### config.mk
export PLATFORM = sky130hd
export DESIGN_NAME = wb_stage
export DESIGN_NICKNAME = d
export VERILOG_FILES = /design/src/rtl/mips_defs.sv /design/src/rtl/load_ext.sv /design/src/rtl/wb_stage.sv
export SDC_FILE = /design/constraint.sdc
export NUM_CORES = 1
export LEC_CHECK = 0
export BUFFER_PORTS_ARGS = -buffer_cell sky130_fd_sc_hd__buf_4
export CAP_MARGIN = 20
export CORE_ASPECT_RATIO = 1.25
export CORE_MARGIN = 4
export CORE_UTILIZATION = 35
export DETAILED_ROUTE_END_ITERATION = 8
export PLACE_DENSITY_LB_ADDON = 0.3
export SLEW_MARGIN = 0
export SYNTH_ARGS = -nofsm -noshare
export SYNTH_HDL_FRONTEND = slang
export SYNTH_SLANG_ARGS = --single-unit
### constraint.sdc
create_clock -name CLK -period 3.1 [get_ports CLK]
set_input_delay 0.62 -clock CLK [delete_from_list [all_inputs] [get_ports CLK]]
set_output_delay 0.62 -clock CLK [all_outputs]
set_load 0.02 [all_outputs]
### src/rtl/mips_defs.sv
// Shared MIPS opcode/funct encodings and helpers, used by the ID and WB stages.
package mips_defs;

  localparam int unsigned REGFILE_SIZE = 32;

  // Primary opcodes (Ins[31:26])
  localparam logic [5:0] R_FORM = 6'h00;
  localparam logic [5:0] J      = 6'h02;
  localparam logic [5:0] JAL    = 6'h03;
  localparam logic [5:0] BEQ    = 6'h04;
  localparam logic [5:0] BNE    = 6'h05;
  localparam logic [5:0] ADDI   = 6'h08;
  localparam logic [5:0] ADDIU  = 6'h09;
  localparam logic [5:0] SLTI   = 6'h0A;
  localparam logic [5:0] SLTIU  = 6'h0B;
  localparam logic [5:0] ANDI   = 6'h0C;
  localparam logic [5:0] ORI    = 6'h0D;
  localparam logic [5:0] XORI   = 6'h0E;
  localparam logic [5:0] LUI    = 6'h0F;
  localparam logic [5:0] LB     = 6'h20;
  localparam logic [5:0] LH     = 6'h21;
  localparam logic [5:0] LW     = 6'h23;
  localparam logic [5:0] LBU    = 6'h24;
  localparam logic [5:0] LHU    = 6'h25;
  localparam logic [5:0] SB     = 6'h28;
  localparam logic [5:0] SH     = 6'h29;
  localparam logic [5:0] SW     = 6'h2B;

  // R-form function codes (Ins[5:0])
  localparam logic [5:0] SLL   = 6'h00;
  localparam logic [5:0] SRL   = 6'h02;
  localparam logic [5:0] SRA   = 6'h03;
  localparam logic [5:0] SLLV  = 6'h04;
  localparam logic [5:0] SRLV  = 6'h06;
  localparam logic [5:0] SRAV  = 6'h07;
  localparam logic [5:0] JR    = 6'h08;
  localparam logic [5:0] JALR  = 6'h09;
  localparam logic [5:0] MFHI  = 6'h10;
  localparam logic [5:0] MTHI  = 6'h11;
  localparam logic [5:0] MFLO  = 6'h12;
  localparam logic [5:0] MTLO  = 6'h13;
  localparam logic [5:0] MULT  = 6'h18;
  localparam logic [5:0] MULTU = 6'h19;
  localparam logic [5:0] DIV   = 6'h1A;
  localparam logic [5:0] DIVU  = 6'h1B;
  localparam logic [5:0] ADD   = 6'h20;
  localparam logic [5:0] ADDU  = 6'h21;
  localparam logic [5:0] SUB   = 6'h22;
  localparam logic [5:0] SUBU  = 6'h23;
  localparam logic [5:0] AND   = 6'h24;
  localparam logic [5:0] OR    = 6'h25;
  localparam logic [5:0] XOR   = 6'h26;
  localparam logic [5:0] NOR   = 6'h27;
  localparam logic [5:0] SLT   = 6'h2A;
  localparam logic [5:0] SLTU  = 6'h2B;

  // Source of the register-file write data
  typedef enum logic [2:0] {
    WbNone,
    WbAlu,
    WbLink,
    WbHi,
    WbLo,
    WbLoad
  } wb_src_e;

  function automatic logic is_alu_funct(input logic [5:0] funct);
    case (funct)
      SLL, SRL, SRA, SLLV, SRLV, SRAV,
      ADD, ADDU, SUB, SUBU, AND, OR, XOR, NOR, SLT, SLTU: return 1'b1;
      default: return 1'b0;
    endcase
  endfunction

endpackage

### src/rtl/load_ext.sv
// Big-endian byte/halfword select and sign/zero extension for load results.
module load_ext
  import mips_defs::*;
(
  input  logic [5:0]  op,
  input  logic [1:0]  addr_lo,
  input  logic [31:0] MemData,
  output logic [31:0] load_data
);

  logic [7:0]  byte_sel;
  logic [15:0] half_sel;

  always_comb begin
    byte_sel = 8'h00;
    unique case (addr_lo)
      2'd0: byte_sel = MemData[31:24];
      2'd1: byte_sel = MemData[23:16];
      2'd2: byte_sel = MemData[15:8];
      2'd3: byte_sel = MemData[7:0];
      default: byte_sel = 8'h00;
    endcase
  end

  // Misaligned halfword/word accesses simply drop the low address bits
  assign half_sel = addr_lo[1] ? MemData[15:0] : MemData[31:16];

  always_comb begin
    load_data = MemData;
    case (op)
      LB:      load_data = {{24{byte_sel[7]}}, byte_sel};
      LBU:     load_data = {24'h0, byte_sel};
      LH:      load_data = {{16{half_sel[15]}}, half_sel};
      LHU:     load_data = {16'h0, half_sel};
      default: load_data = MemData;
    endcase
  end

endmodule

### src/rtl/wb_stage.sv
// MIPS write-back stage: register-file write port, HI/LO registers and a
// retired-instruction counter.
module wb_stage
  import mips_defs::*;
#(
  parameter logic [4:0]  LINK_REG = 5'd31,
  parameter int unsigned CNT_W    = 32
) (
  input  logic             CLK,
  input  logic             RST,
  input  logic             in_valid,
  output logic             in_ready,
  input  logic [31:0]      Ins,
  input  logic [31:0]      PC4,
  input  logic [31:0]      AluRes,
  input  logic [31:0]      MemData,
  input  logic [63:0]      MulRes,
  input  logic             wb_stall,
  output logic             wb_we,
  output logic [4:0]       wb_waddr,
  output logic [31:0]      wb_wdata,
  output logic [31:0]      Hi,
  output logic [31:0]      Lo,
  output logic [CNT_W-1:0] retired
);

  logic [5:0]  op, funct;
  logic [4:0]  rt, rd;
  logic        accept;

  wb_src_e     src;
  logic [4:0]  waddr_d;
  logic [31:0] wdata_d;
  logic        we_d;
  logic        hi_we, lo_we, mul_we;
  logic [31:0] load_data;

  logic             we_q;
  logic [4:0]       waddr_q;
  logic [31:0]      wdata_q;
  logic [31:0]      hi_q, lo_q;
  logic [CNT_W-1:0] retired_q;

  assign op     = Ins[31:26];
  assign funct  = Ins[5:0];
  assign rt     = Ins[20:16];
  assign rd     = Ins[15:11];
  assign in_ready = !wb_stall;
  assign accept   = in_valid && in_ready;

  // rs and shamt are consumed by earlier stages only
  logic unused_ins;
  assign unused_ins = ^{Ins[25:21], Ins[10:6]};

  load_ext u_load_ext (
    .op        (op),
    .addr_lo   (AluRes[1:0]),
    .MemData   (MemData),
    .load_data (load_data)
  );

  always_comb begin
    src     = WbNone;
    waddr_d = rd;
    hi_we   = 1'b0;
    lo_we   = 1'b0;
    mul_we  = 1'b0;
    case (op)
      R_FORM: begin
        if (is_alu_funct(funct)) begin
          src = WbAlu;
        end else begin
          case (funct)
            JALR:                   src    = WbLink;
            MFHI:                   src    = WbHi;
            MFLO:                   src    = WbLo;
            MTHI:                   hi_we  = 1'b1;
            MTLO:                   lo_we  = 1'b1;
            MULT, MULTU, DIV, DIVU: mul_we = 1'b1;
            default:                src    = WbNone;
          endcase
        end
      end
      ADDI, ADDIU, SLTI, SLTIU, ANDI, ORI, XORI, LUI: begin
        src     = WbAlu;
        waddr_d = rt;
      end
      JAL: begin
        src     = WbLink;
        waddr_d = LINK_REG;
      end
      LB, LH, LW, LBU, LHU: begin
        src     = WbLoad;
        waddr_d = rt;
      end
      default: src = WbNone;
    endcase
  end

  always_comb begin
    wdata_d = AluRes;
    unique case (src)
      WbAlu:   wdata_d = AluRes;
      WbLink:  wdata_d = PC4;
      WbHi:    wdata_d = hi_q;
      WbLo:    wdata_d = lo_q;
      WbLoad:  wdata_d = load_data;
      default: wdata_d = AluRes;
    endcase
  end

  // $0 is hardwired: suppress the write but keep address/data moving
  assign we_d = (src != WbNone) && (waddr_d != 5'd0);

  always_ff @(posedge CLK) begin
    if (RST) begin
      we_q      <= 1'b0;
      waddr_q   <= 5'd0;
      wdata_q   <= 32'h0;
      hi_q      <= 32'h0;
      lo_q      <= 32'h0;
      retired_q <= '0;
    end else if (wb_stall) begin
      we_q <= we_q;
    end else if (accept) begin
      we_q      <= we_d;
      waddr_q   <= waddr_d;
      wdata_q   <= wdata_d;
      retired_q <= retired_q + CNT_W'(1);
      if (mul_we) begin
        hi_q <= MulRes[63:32];
        lo_q <= MulRes[31:0];
      end
      if (hi_we) hi_q <= AluRes;
      if (lo_we) lo_q <= AluRes;
    end else begin
      we_q <= 1'b0;
    end
  end

  assign wb_we    = we_q;
  assign wb_waddr = waddr_q;
  assign wb_wdata = wdata_q;
  assign Hi       = hi_q;
  assign Lo       = lo_q;
  assign retired  = retired_q;

endmodule

Word-level counts from Yosys, hierarchy flattened

Memory sizes are Yosys's and may differ from the RTL's.
Cells that the tools add are included.

Add/sub/neg operators: 1
Eq/ne operators: 30
Mux-type cells: 23
Bitwise gates (word level): 1
Reduce and logical (&&, ||, !) cells: 16

Operators with widths:

| operator                                                               | count |
|---|---|
| 32-bit case mux with 4 select lines                                    | 2 |
| 32-bit two-way mux                                                     | 4 |
| 6-bit by 4-bit equality test with 1-bit output (second input constant) | 9 |
| 6-bit by 5-bit equality test with 1-bit output (second input constant) | 8 |
| 32-bit by 1-bit adder with 32-bit output (second input constant)       | 1 |
| 8-bit case mux with 4 select lines                                     | 1 |
| 6-bit equality test (second input constant)                            | 5 |
| 16-bit two-way mux                                                     | 1 |
| 13-bit OR reduction                                                    | 1 |
| 3-bit case mux with 4 select lines                                     | 1 |
| 1-bit two-way mux                                                      | 11 |
| 5-bit case mux with 2 select lines                                     | 1 |
| 3-bit case mux with 3 select lines                                     | 1 |
| 8-bit OR reduction                                                     | 1 |
| 3-bit by 2-bit equality test with 1-bit output (second input constant) | 2 |
| 3-bit equality test (second input constant)                            | 2 |
| 6-bit by 2-bit equality test with 1-bit output (second input constant) | 1 |
| 6-bit logical NOT                                                      | 1 |
| 3-bit AND reduction                                                    | 2 |
| 5-bit nonzero test                                                     | 1 |
| 5-bit OR reduction                                                     | 1 |
| 2-bit equality test (second input constant)                            | 2 |
| 2-bit nonzero test                                                     | 2 |
| 4-bit OR reduction                                                     | 1 |
| 8 further kinds                                                        | 9 |

Register bits after elaboration: 134
Bits in read-only memories: 64
Input port bits: 196
Output and inout bits: 135
Word-level logic and storage cells: 78
Memories: 1

Memory list:

| name             | words | width | read ports | clocked after Yosys merged registers in | write ports | line            | source |
|---|---|---|---|---|---|---|---|
| (name not given) | 64    | 1     | 1          | 0                                       | 0           | mips_defs.sv:68 | `case (funct)` |

Longest topological paths before layout

Gate-level depths: netlist (run 1).

Depth in word-level cells: 7
Mapped depth: 10

Cells and area by module

A second synthesis (run 1) with hierarchy kept.

Cells, all modules: 953
Area, all modules: 8132.8 um2

Modules (own cells, without submodules):

| module   | instances | cells an instance | area each (um2) | sequential area each (um2) |
|---|---|---|---|---|
| wb_stage | 1         | 851               | 7478.4          | 2682.6 |
| load_ext | 1         | 102               | 654.4           | 0.0 |

Least setup slack after synthesis (run 1)

OpenSTA, ideal clock, no wires.

Kind: input to register
From: input Ins[29]
To: register wdata_q[6], in the netlist wb_wdata[6]
Setup time: 147 ps
Arrival time: 2466 ps
Data required time: 2953 ps
Setup slack: 487 ps
Cell stages on the path: 10
Path buffers: 4
Cell sequence: buf_6 > or4b_1 > buf_2 > or3_1 > buf_2 > buf_6 > o221ai_1 > nor2_1 > a211oi_2 > a2111oi_2

Longest elaborated chain between the ends: 5
Elaborated cells on any way between the ends: 24
Those cells by class: eq/ne: 18; mux: 3; reduce/logical: 3

Ends and longest elaborated chain:

| what                                                                                  | line            | source |
|---|---|---|
| start, declared                                                                       | wb_stage.sv:13  | `input logic [31:0] Ins,` |
| 6-bit by 4-bit equality test with 1-bit output, or another cell as far along          | wb_stage.sv:68  | `case (op)` |
| 8-bit OR reduction or 5-bit OR reduction (tied branches)                              | n/a             |  |
| 3-bit case mux with 4 select lines                                                    | wb_stage.sv:68  |  |
| 3-bit equality test or 3-bit by 2-bit equality test with 1-bit output (tied branches) | wb_stage.sv:102 | `unique case (src)` |
| 32-bit case mux with 4 select lines *                                                 | wb_stage.sv:102 |  |
| end signal, assigned                                                                  | wb_stage.sv:128 | `wdata_q <= wdata_d;` |
| end, declared                                                                         | wb_stage.sv:40  | `logic [31:0] wdata_q;` |

Mark *: on every way between the ends. The rest lies on a longest branch, timed or not.
A chain may end at the register's enable or synchronous reset.

Worst setup path after layout (run 1)

From: input Ins[29]
To: register wdata_q[7], in the netlist wb_wdata[7]

The elaborated chain is that of the path after synthesis.

==> qor.txt, run 1 <==
Outcome -> completed
Highest clock rate -> 382.7 MHz
Period utilisation layout -> 84.29%
Core region area -> 22290 um^2
Share of layout cells above drive strength 1 -> 37.55%
Worst-path fanout max -> 14
Hpwl dp -> 24130 um
Commonest non-fill, non-tap cell in the layout -> buf_4
Clk slew on worst S/H paths -> 0.06 ns
CTS HTree Levels -> 4
Io pins -> 331
Unrepaired setup endpoints after global routing -> false
Die height -> 176.5 um
Post-synth net total -> 1094
Worst slew pin tran -> 0.8285 ns
# setup viols final -> 0
Initial DRC count -> 381
Max-Cap Viols -> 0
Port Buffers -> 320
Instance count of the mapped netlist -> 897
Die X-Extent -> 142.8 um
Yosys cell types -> 69
Clk_lat worst skew -> 0.41 ns
Vias -> 8382
Area Overhead vs Synth -> 42.71%
First-pass GRT wire length -> 47310 um
Rows -> 61
Num CTS Buffers -> 17
Max clock buf depth -> 2
DRT Wirelength -> 31360 um
Number of global-route vias before repair -> 8205
CP Capture Type -> flip-flop
Crit Path Class -> in2reg
Pwr dens -> 408.8 nW/um^2
CTS Hold Bufs -> 0
First drt pass iteration count -> 5
Asr flop ratio synth -> 0%
Post-synth top flop -> dfxtp_1
DR vias/cell -> 5.648
Initial Util -> 35.69%
Required time of the critical path -> 3.35 ns
Mapped Area -> 7954 um^2
Antenna violations before repair -> 0
Hold Crit Class -> reg2reg
Nets -> 1386
Max VDD drop -> 364.3 uV
Final Skew -> 0.01081 ns
Largest net degree at the start of global routing -> 64
CTS resizes -> 0
Most frequent cells in the layout -> 347 x buf_4, 153 x nor2_1, 134 x dfxtp_1
Fin. Hold Viols -> 0
Post-synthesis average cell area -> 8.867 um^2
TNS Setup -> 0 ns
Gp weighted congestion -> 0.8631
R2R setup slack -> 0.83 ns
Ant. Diodes -> 0
CTS tree -> yes
Clock Tree Root -> clkbuf_16
Setup repair bufs after CTS -> 0
Overflow after GRT -> 0
DIE AREA -> 25220 um^2
Total track usage -> 24.06%
Slew Limit Fails -> 0
Tmin final -> 2.613 ns
Dpl cells -> 1453
DRT antenna net count -> 0
Drt drc -> 0
Leakage Power -> 0.004872 uW
Yosys warns -> 0
CTS sink count -> 134
Fin cells -> 1484
Routed len/inst -> 21.13 um
Number of flops mapped to enable cells by yosys -> 0
Slew margin rel. -> 44.26%
#FFs+latches synth -> 134
WP data arrival -> 2.87 ns
Sequential share of the synthesized area -> 33.73%
Startpoint types -> primary input
==> where the power goes <==
group / leakage, uW / switching, uW / internal (uW)
clock: 0.000293 / 800 / 1340
sequential: 0.00109 / 29.8 / 1760
combinational: 0.00349 / 367 / 342
total: 0.00487 / 1200 / 3440
==> cells in the mapped netlist (4+ instances only) <==
cell / count / area share [%]
a2111oi_2: 23 / 4.3
a211oi_1: 76 / 7.2
a211oi_2: 4 / 0.63
a21oi_1: 10 / 0.63
a221o_1: 31 / 3.9
a221oi_1: 9 / 0.99
a221oi_2: 16 / 3.0
and3_1: 4 / 0.31
buf_1: 5 / 0.24
buf_2: 23 / 1.4
buf_6: 5 / 0.71
clkbuf_1: 47 / 2.2
dfxtp_1: 134 / 34
inv_1: 11 / 0.52
mux2i_1: 69 / 8.7
mux4_2: 7 / 2.0
nand2_1: 50 / 2.4
nand2b_1: 8 / 0.63
nand3_1: 14 / 0.88
nand4_1: 11 / 0.87
nor2_1: 154 / 7.3
nor3_1: 42 / 2.6
nor3b_1: 4 / 0.38
nor4_1: 9 / 0.71
o21ai_0: 17 / 1.1
o221ai_1: 8 / 0.88
o22a_1: 6 / 0.66
or3_1: 11 / 0.87
xnor2_1: 13 / 1.4
xor2_1: 16 / 1.8
==> critical path: stages <==
cell and delay [ns]:
buf_4 0.14, or4b_1 0.72, or3_1 0.60, o221ai_1 0.30, nor2_1 0.10, a211oi_1 0.28, a2111oi_2 0.11
==> per-stage QoR <==
stage / utilization [%] / hold slack, ns / total power, uW / instance area [um^2] / setup WS [ns]
floorplan: - / 0.5439 / 2151 / 7954 / 0.4865
global placement: 48.18 / 0.4770 / 2524 / 10740 / 0.1502
detailed placement: 48.18 / 0.4781 / 2533 / 10740 / 0.1270
CTS: 50.93 / 0.4899 / 4670 / 11350 / 0.4835
global route: 50.93 / 0.5193 / 4793 / 11350 / 0.4016
finish: 50.93 / 0.4871 / 4641 / 11350 / 0.4870
==> registers in the layout, indices dropped and copies added (netlist names) <==
register and count:
wb_waddr 5, Lo 32, wb_wdata 32, retired 32, wb_we 1, Hi 32
==> final timing paths <==
check,startpoint,end,cells past startpoint
hold / removal,Hi[11],wb_wdata[11],2
setup reg to reg,retired[7],retired[31],6
hold reg to reg,Hi[11],wb_wdata[11],2
setup / recovery,Ins[29],wb_wdata[7],7
==> layer usage <==
layer,up-vias,track usage (%),wire [um]
met5,-,0,0
met4,0,8.518,946
met3,46,6.800,2515
met2,318,42.32,15960
met1,4019,27.69,11940
li1,3999,-,-
==> cell families (layout without fill, tap and decap cells) <==
family	Yosys count	count (layout)	synth area share, %
compound gates	233	233	27.31
xor+xnor	29	29	3.193
fa+ha+maj	1	1	0.1573
buf+inv	94	398	5.411
flops	134	134	33.73
mux	77	77	10.81
simple gates	329	329	19.40
==> layout make-up <==
| cell class | count | area [um^2] |
|---|---|---|
| Sequential cell | 134 | 2683 |
| Timing Repair Buffer | 356 | 2785 |
| Fill cell | 2154 | 10940 |
| Clock buffer | 19 | 432.9 |
| Clock inverter | 12 | 180.2 |
| Multi-Input combinational cell | 669 | 4875 |
| Inverter | 11 | 41.29 |
| Tap cell | 283 | 354.1 |
Power figures use the tool's default switching activity.
==> run 2, diff against run 1 <==
Settings changed: ABC_AREA from default to 1.
Clock period 3.1 ns to 2.4 ns, I/O delays scaled along.
==> run 2 against run 1 <==
Against the previous run:
- worst hold slack got worse by 0.21 ns
- via count increased by 23%
- design area grew 5.1%
- sequential share of layout area decreased by 1.2 points
- count of clock-buffer cells in the layout is 2 lower
- worst setup slack got worse by 0.24 ns
- register-to-register slack got worse by 0.58 ns
- highest routed layer unchanged
==> qor.txt, run 2 <==
Outcome -> completed
Sequential share of the synthesized area -> 31.13% (-2.6 points)
#FFs+latches synth -> 134 (unchanged)
DR vias/cell -> 5.205 (-7.9%)
Worst-path fanout max -> 4 (-10)
Setup repair bufs after CTS -> 0 (unchanged)
Critical path's most frequent cell -> nor2_1
Startpoint types -> flip-flop
Worst hold slack -> 0.2756 ns (-0.2115 ns)
Worst setup margin -> 0.2458 ns (-0.2412 ns)
Routed len/inst -> 18.49 um (-12%)
Overflow after GRT -> 0 (unchanged)
Pwr dens -> 495.9 nW/um^2 (+21%)
Largest net degree at the start of global routing -> 45 (-30%)
Most frequent cells in the layout -> 354 x buf_4, 275 x nand2_1, 163 x nor2_1
Final Skew -> 0.01215 ns (+0.001341 ns)
Crit Path Class -> reg2reg
Post-synthesis average cell area -> 6.388 um^2 (-28%)
Post-Synth XOR/XNOR Area -> 1.423% (-1.8 points)
CTS sink count -> 134 (unchanged)
Rows -> 63 (+3.3%)
Unrepaired setup endpoints after global routing -> false
Antenna violations before repair -> 0 (unchanged)
Met2 routed WL -> 17960 um (+13%)
Num CTS Buffers -> 17 (unchanged)
Slew Limit Fails -> 0 (unchanged)
CTS Hold Bufs -> 0 (unchanged)
Initial DRC count -> 667 (+75%)
Synth area leader -> dfxtp_1
Crit-path slowest cell -> dfxtp_1
Number of flops mapped to enable cells by yosys -> 0 (unchanged)
Max VDD drop -> 484.4 uV (+33%)
Post-synth top flop -> dfxtp_1
Max-Cap Viols -> 0 (unchanged)
Clk_lat worst skew -> 0.43 ns (+0.02 ns)
CTS tree -> yes
Slowest stage delay, CP -> 0.37 ns (-0.35 ns)
Ant. Diodes -> 0 (unchanged)
Yosys cell types -> 39 (-43%)
Share of layout cells above drive strength 1 -> 27.98% (-9.6 points)
DRT Wirelength -> 36620 um (+17%)
Required time of the critical path -> 2.73 ns (-0.62 ns)
Layout filler cell count -> 2554 (+19%)
Yosys warns -> 0 (unchanged)
Synth top cells by count -> 275 x nand2_1, 164 x nor2_1, 153 x inv_1
Die height -> 183.4 um (+3.9%)
Met3 wire length -> 3202 um (+27%)
First drt pass iteration count -> 5 (unchanged)
Cell with the most instances after synthesis -> nand2_1
CTS resizes -> 0 (unchanged)
Tmin final -> 2.154 ns
# setup viols final -> 0 (unchanged)
Max clock buf depth -> 2 (unchanged)
TNS Setup -> 0 ns (unchanged)
Fin. Hold Viols -> 0 (unchanged)
Initial Util -> 35.96% (+0.27 points)
Adder-cell area share of the yosys netlist -> 0.1452% (-0.012 points)
M1 WL -> 13960 um (+17%)
Mux share of post-synthesis cell area -> 0% (-11 points)
Mapped Area -> 8617 um^2 (+8.3%)
Clk slew on worst S/H paths -> 0.08 ns (+0.02 ns)
Slew margin rel. -> 63.86% (+20 points)
Nets -> 1839 (+33%)
DIE AREA -> 27210 um^2 (+7.9%)
Number of global-route vias before repair -> 9948 (+21%)
Top sig layer -> met4
WP data arrival -> 2.49 ns (-0.38 ns)
Period utilisation layout -> 89.76%
Vias -> 10310 (+23%)
Commonest non-fill, non-tap cell in the layout -> buf_4
Worst slew pin tran -> 0.5408 ns (-0.2876 ns)
Buffer and inverter count on the worst path -> 0 (-1)
Complex-gate fraction of the synthesized area -> 18.35% (-9.0 points)
Post-synth top area share -> 31.13% (-2.6 points)
Highest clock rate -> 464.2 MHz
Total track usage -> 26.14% (+2.1 points)
Die X-Extent -> 148.3 um (+3.9%)
First-pass GRT wire length -> 55680 um (+18%)
Crit-path cells -> ha_1, nand3_1, nor3_1, nand2_1, nor2_1, nand4_1, nor2_1, a21oi_1, o21a_1
Hold Crit Class -> in2reg
Instance count of the mapped netlist -> 1349 (+50%)
CP Capture Type -> flip-flop
Area Overhead vs Synth -> 38.51%
Asr flop ratio synth -> 0% (unchanged)
Io pins -> 331 (unchanged)
Core region area -> 23960 um^2 (+7.5%)
Drt drc -> 0 (unchanged)
Top cells by area, synth -> dfxtp_1 31%, nand2_1 12%, nor2_1 7.1%
CTS HTree Levels -> 4 (unchanged)
DRT antenna net count -> 0 (unchanged)
Hpwl dp -> 27110 um (+12%)
Post-synth net total -> 1546 (+41%)
Port Buffers -> 320 (unchanged)
CP delay by family, top -> simple AND/OR/NAND/NOR gates
Clock Tree Root -> clkbuf_16
Placed cell area -> 11340 um^2 (+5.6%)
Gp weighted congestion -> 0.8971 (+3.9%)
Finished Cell Area -> 11940 um^2 (+5.1%)
Leakage Power -> 0.005509 uW (+13%)
Simple-Gate Fraction of Synth Area -> 36.02% (+17 points)
Main combinational cell family by area after synthesis -> simple AND/OR/NAND/NOR gates
Pre-CTS WS -> 0.1718 ns (+0.04473 ns)
run 2: cell count changes in the layout (fill, tap and decap cells not counted), sizes merged, moves of 36 or more:
cell,change
nand3,+101
inv,+165
mux2i,-69
nand2,+234
a21oi,+36
o21ai,+131
nand4,+55
a211oi,-46
run 2: cell type report:
type / count / area, um^2 / area share [%]
multi-input combinational: 962 / 4842 / 40.57
timing repair buffer: 360 / 2778 / 23.27
sequential: 134 / 2683 / 22.48
inverter: 167 / 631.9 / 5.294
clock buffer: 17 / 425.4 / 3.564
tap: 325 / 406.6 / 3.407
clock inverter: 15 / 168.9 / 1.415
run 2: worst min-delay path: cells and delay by family:
family	cells	cell delay, ns
simple gates	1	0.07
compound gates	1	0.05
buf+inv	1	0.08
run 2: cells by family (layout without fill, tap and decap cells):
group / after synthesis / in the layout
AO/OA/AOI/OAI: 266 / 266
XOR/XNOR: 14 / 14
adder cells (fa/ha/maj): 1 / 1
buffers and inverters: 253 / 559
flip-flops: 134 / 134
AND/OR/NAND/NOR: 681 / 681
run 2: path summary, 6_finish.rpt:
| check | slack (ns) | cells after the start | endpoint | startpoint |
|---|---|---|---|---|
| worst max-delay path | 0.25 | 9 | retired[30] | retired[1] |
| worst min-delay path | 0.28 | 3 | Hi[10] | MulRes[42] |
| worst max register to register | 0.25 | 9 | retired[30] | retired[1] |
| worst min register to register | 0.46 | 2 | wb_we | wb_we |
run 2: stage by stage:
stage	power [uW]	util [%]	cells
2_1_floorplan	2717	-	1349
3_3_place_gp	3184	47.33	1948
3_5_place_dp	3193	47.33	1948
4_1_cts	5948	49.81	1980
5_1_grt	6126	49.81	1980
6_report	5919	49.81	1980
run 2: where the power goes:
part | switching (uW) | internal (uW)
Sequential | 21.3 | 2260
Combinational | 487 | 376
Clock | 1280 | 1490
Total | 1790 | 4130
run 2: metal layers:
metal  GRT usage, %  up-vias
li1               -     5052
met1          29.63     4743
met2          45.86      435
met3          7.152       75
met4          11.65        0
met5              0        -
==> run 3, diff against run 2 <==
Settings changed: ABC_AREA 1 to default, CORE_MARGIN 4 to 1.5, PLACE_DENSITY_LB_ADDON 0.3 to default.
==> run 3 against run 2 <==
Against the previous run:
- register-to-register slack better by 0.26 ns
- combinational power is 12% higher
- first-iteration DRC count is 34% lower
- core utilization is 3.1 points higher
- via count is 18% lower
- critical path type is now in2reg
- maximum frequency is 2.4% lower
- largest power group unchanged
- largest cell class unchanged
- sequential power hardly changed
==> qor.txt, run 3 (synthesized netlist as in run 1, its figures left out) <==
Gp weighted congestion -> 0.8904 (-0.75%)
Max clock buf depth -> 2 (unchanged)
Die height -> 171.5 um (-6.5%)
DR vias/cell -> 5.528 (+6.2%)
Number of global-route vias before repair -> 8298 (-17%)
CTS tree -> yes
Clk slew on worst S/H paths -> 0.07 ns (about the same)
Hold path startpoint -> RST
Pwr dens -> 500.1 nW/um^2 (+0.83%)
CP delay by family, top -> simple AND/OR/NAND/NOR gates
Largest net degree at the start of global routing -> 72 (+60%)
Num CTS Buffers -> 17 (unchanged)
Outcome -> completed
Area Overhead vs Synth -> 48.10%
WP data arrival -> 2.53 ns (+0.04 ns)
Io pins -> 331 (unchanged)
Hold Crit Class -> in2reg
CTS resizes -> 0 (unchanged)
Clock Tree Root -> clkbuf_16
Fin. Hold Viols -> 0 (unchanged)
Setup repair bufs after CTS -> 0 (unchanged)
Clk_lat worst skew -> 0.42 ns (about the same)
R2R setup slack -> 0.51 ns (+0.26 ns)
Crit Path Class -> in2reg
Nets -> 1430 (-22%)
Most frequent cells in the layout -> 381 x buf_4, 153 x nor2_1, 134 x dfxtp_1
DIE AREA -> 23640 um^2 (-13%)
DRT antenna net count -> 0 (unchanged)
Hold path endpoint -> Lo[0]
Startpoint types -> primary input
Leakage Power -> 0.005101 uW (-7.4%)
Commonest non-fill, non-tap cell in the layout -> buf_4
# setup viols final -> 0 (unchanged)
Final Skew -> 0.01058 ns (-0.001571 ns)
Worst slew pin tran -> 0.5513 ns (+0.01046 ns)
Max-Cap Viols -> 0 (unchanged)
First drt pass iteration count -> 4 (-1)
Reg2Reg Capture Point -> retired[29]
Drt drc -> 0 (unchanged)
Total track usage -> 26.82% (+0.68 points)
Crit-path slowest cell -> or3_1
R2R depth -> 7 (-2)
Rows -> 61 (-3.2%)
Routed len/inst -> 20.77 um (+12%)
DRT Wirelength -> 31760 um (-13%)
Critical path origin -> Ins[27]
Worst-path fanout max -> 17 (+13)
Required time of the critical path -> 2.72 ns (about the same)
Ant. Diodes -> 0 (unchanged)
CTS sink count -> 134 (unchanged)
Vias -> 8453 (-18%)
Tmin final -> 2.208 ns (+0.05389 ns)
Overflow after GRT -> 0 (unchanged)
Pre-CTS WS -> -0.2709 ns (-0.4426 ns)
Hold path depth -> 2 (-1)
Slew margin rel. -> 62.91% (-0.95 points)
Worst setup margin -> 0.1919 ns (-0.05389 ns)
Period utilisation layout -> 92.01% (+2.2 points)
Hpwl dp -> 24410 um (-10%)
Slowest stage delay, CP -> 0.43 ns (+0.06 ns)
Unrepaired setup endpoints after global routing -> false
Slew Limit Fails -> 0 (unchanged)
Max VDD drop -> 523.7 uV (+8.1%)
Initial Util -> 35.69% (-0.27 points)
First-pass GRT wire length -> 47810 um (-14%)
CTS HTree Levels -> 4 (unchanged)
Met1 Track Usage GR -> 30.04% (+0.42 points)
Initial DRC count -> 442 (-34%)
Antenna violations before repair -> 1 (+1)
Core region area -> 22290 um^2 (-7.0%)
Die X-Extent -> 137.8 um (-7.1%)
R2R Path Start -> retired[8]
CTS Hold Bufs -> 0 (unchanged)
Port Buffers -> 320 (unchanged)
M2 GR Usage -> 47.28% (+1.4 points)
Final Util -> 52.86% (+3.1 points)
Crit-path cells -> buf_4, buf_12, nor4_4, nand3_1, or3_1, buf_4, nor2_2, buf_12, nand2_1, a2111oi_2
Buffer and inverter count on the worst path -> 4 (+4)
GR peak layer -> met2
Share of layout cells above drive strength 1 -> 39.97% (+12 points)
GR Util met3 -> 7.368% (+0.22 points)
CP Capture Type -> flip-flop
Highest clock rate -> 452.9 MHz (-2.4%)
## run 3: cell types whose count changed in the layout (fill, tap and decap cells not counted), sizes merged, moves of 40 or more
cell and delta:
nand2 -234, o21ai -131, a211oi +46, mux2i +69, nand4 -55, buf +40, nand3 -101, inv -158
## run 3: final cells by class
type / instances / area, um^2
Clock buffer: 19 / 442.9
Clock inverter: 13 / 137.6
Fill cell: 2145 / 10510
Inverter: 11 / 41.29
Multi-Input combinational cell: 669 / 4881
Sequential cell: 134 / 2683
Tap cell: 283 / 354.1
Timing Repair Buffer: 400 / 3241
## run 3: per-layer routing
layer / vias up / wire, um
met1: 3973 / 12170
li1: 4100 / -
met2: 320 / 15970
met3: 58 / 2479
met5: - / 13
met4: 2 / 1128
## run 3: where the power goes
group / total (uW) / internal, uW / switching, uW / leakage [uW]
Combinational: 970 / 485 / 485 / 0.00374
Clock: 2610 / 1490 / 1120 / 0.000273
Sequential: 2310 / 2270 / 38.8 / 0.00109
## run 3: how the worst max path moves through the flow
stage / to / slack, ns / cells past startpoint
2_1_floorplan: wb_wdata[11] / 0.007 / 9
3_3_place_gp: wb_wdata[28] / -0.24 / 10
3_5_place_dp: wb_wdata[19] / -0.27 / 10
4_1_cts: wb_wdata[16] / 0.16 / 9
5_1_grt: wb_wdata[26] / 0.03 / 10
6_report: wb_wdata[19] / 0.19 / 10
## run 3: stage by stage
step | std cells | setup TNS [ns] | hold WS [ns] | area, um^2 | power (uW)
after floorplan | 897 | 0 | 0.5439 | 7960 | 2779
after global placement | 1497 | -9.132 | 0.4651 | 11190 | 3317
after detailed placement | 1497 | -10.96 | 0.4760 | 11190 | 3326
after CTS | 1529 | 0 | 0.3598 | 11770 | 5938
after global routing | 1529 | 0 | 0.3753 | 11780 | 6107
final | 1529 | 0 | 0.3681 | 11780 | 5891
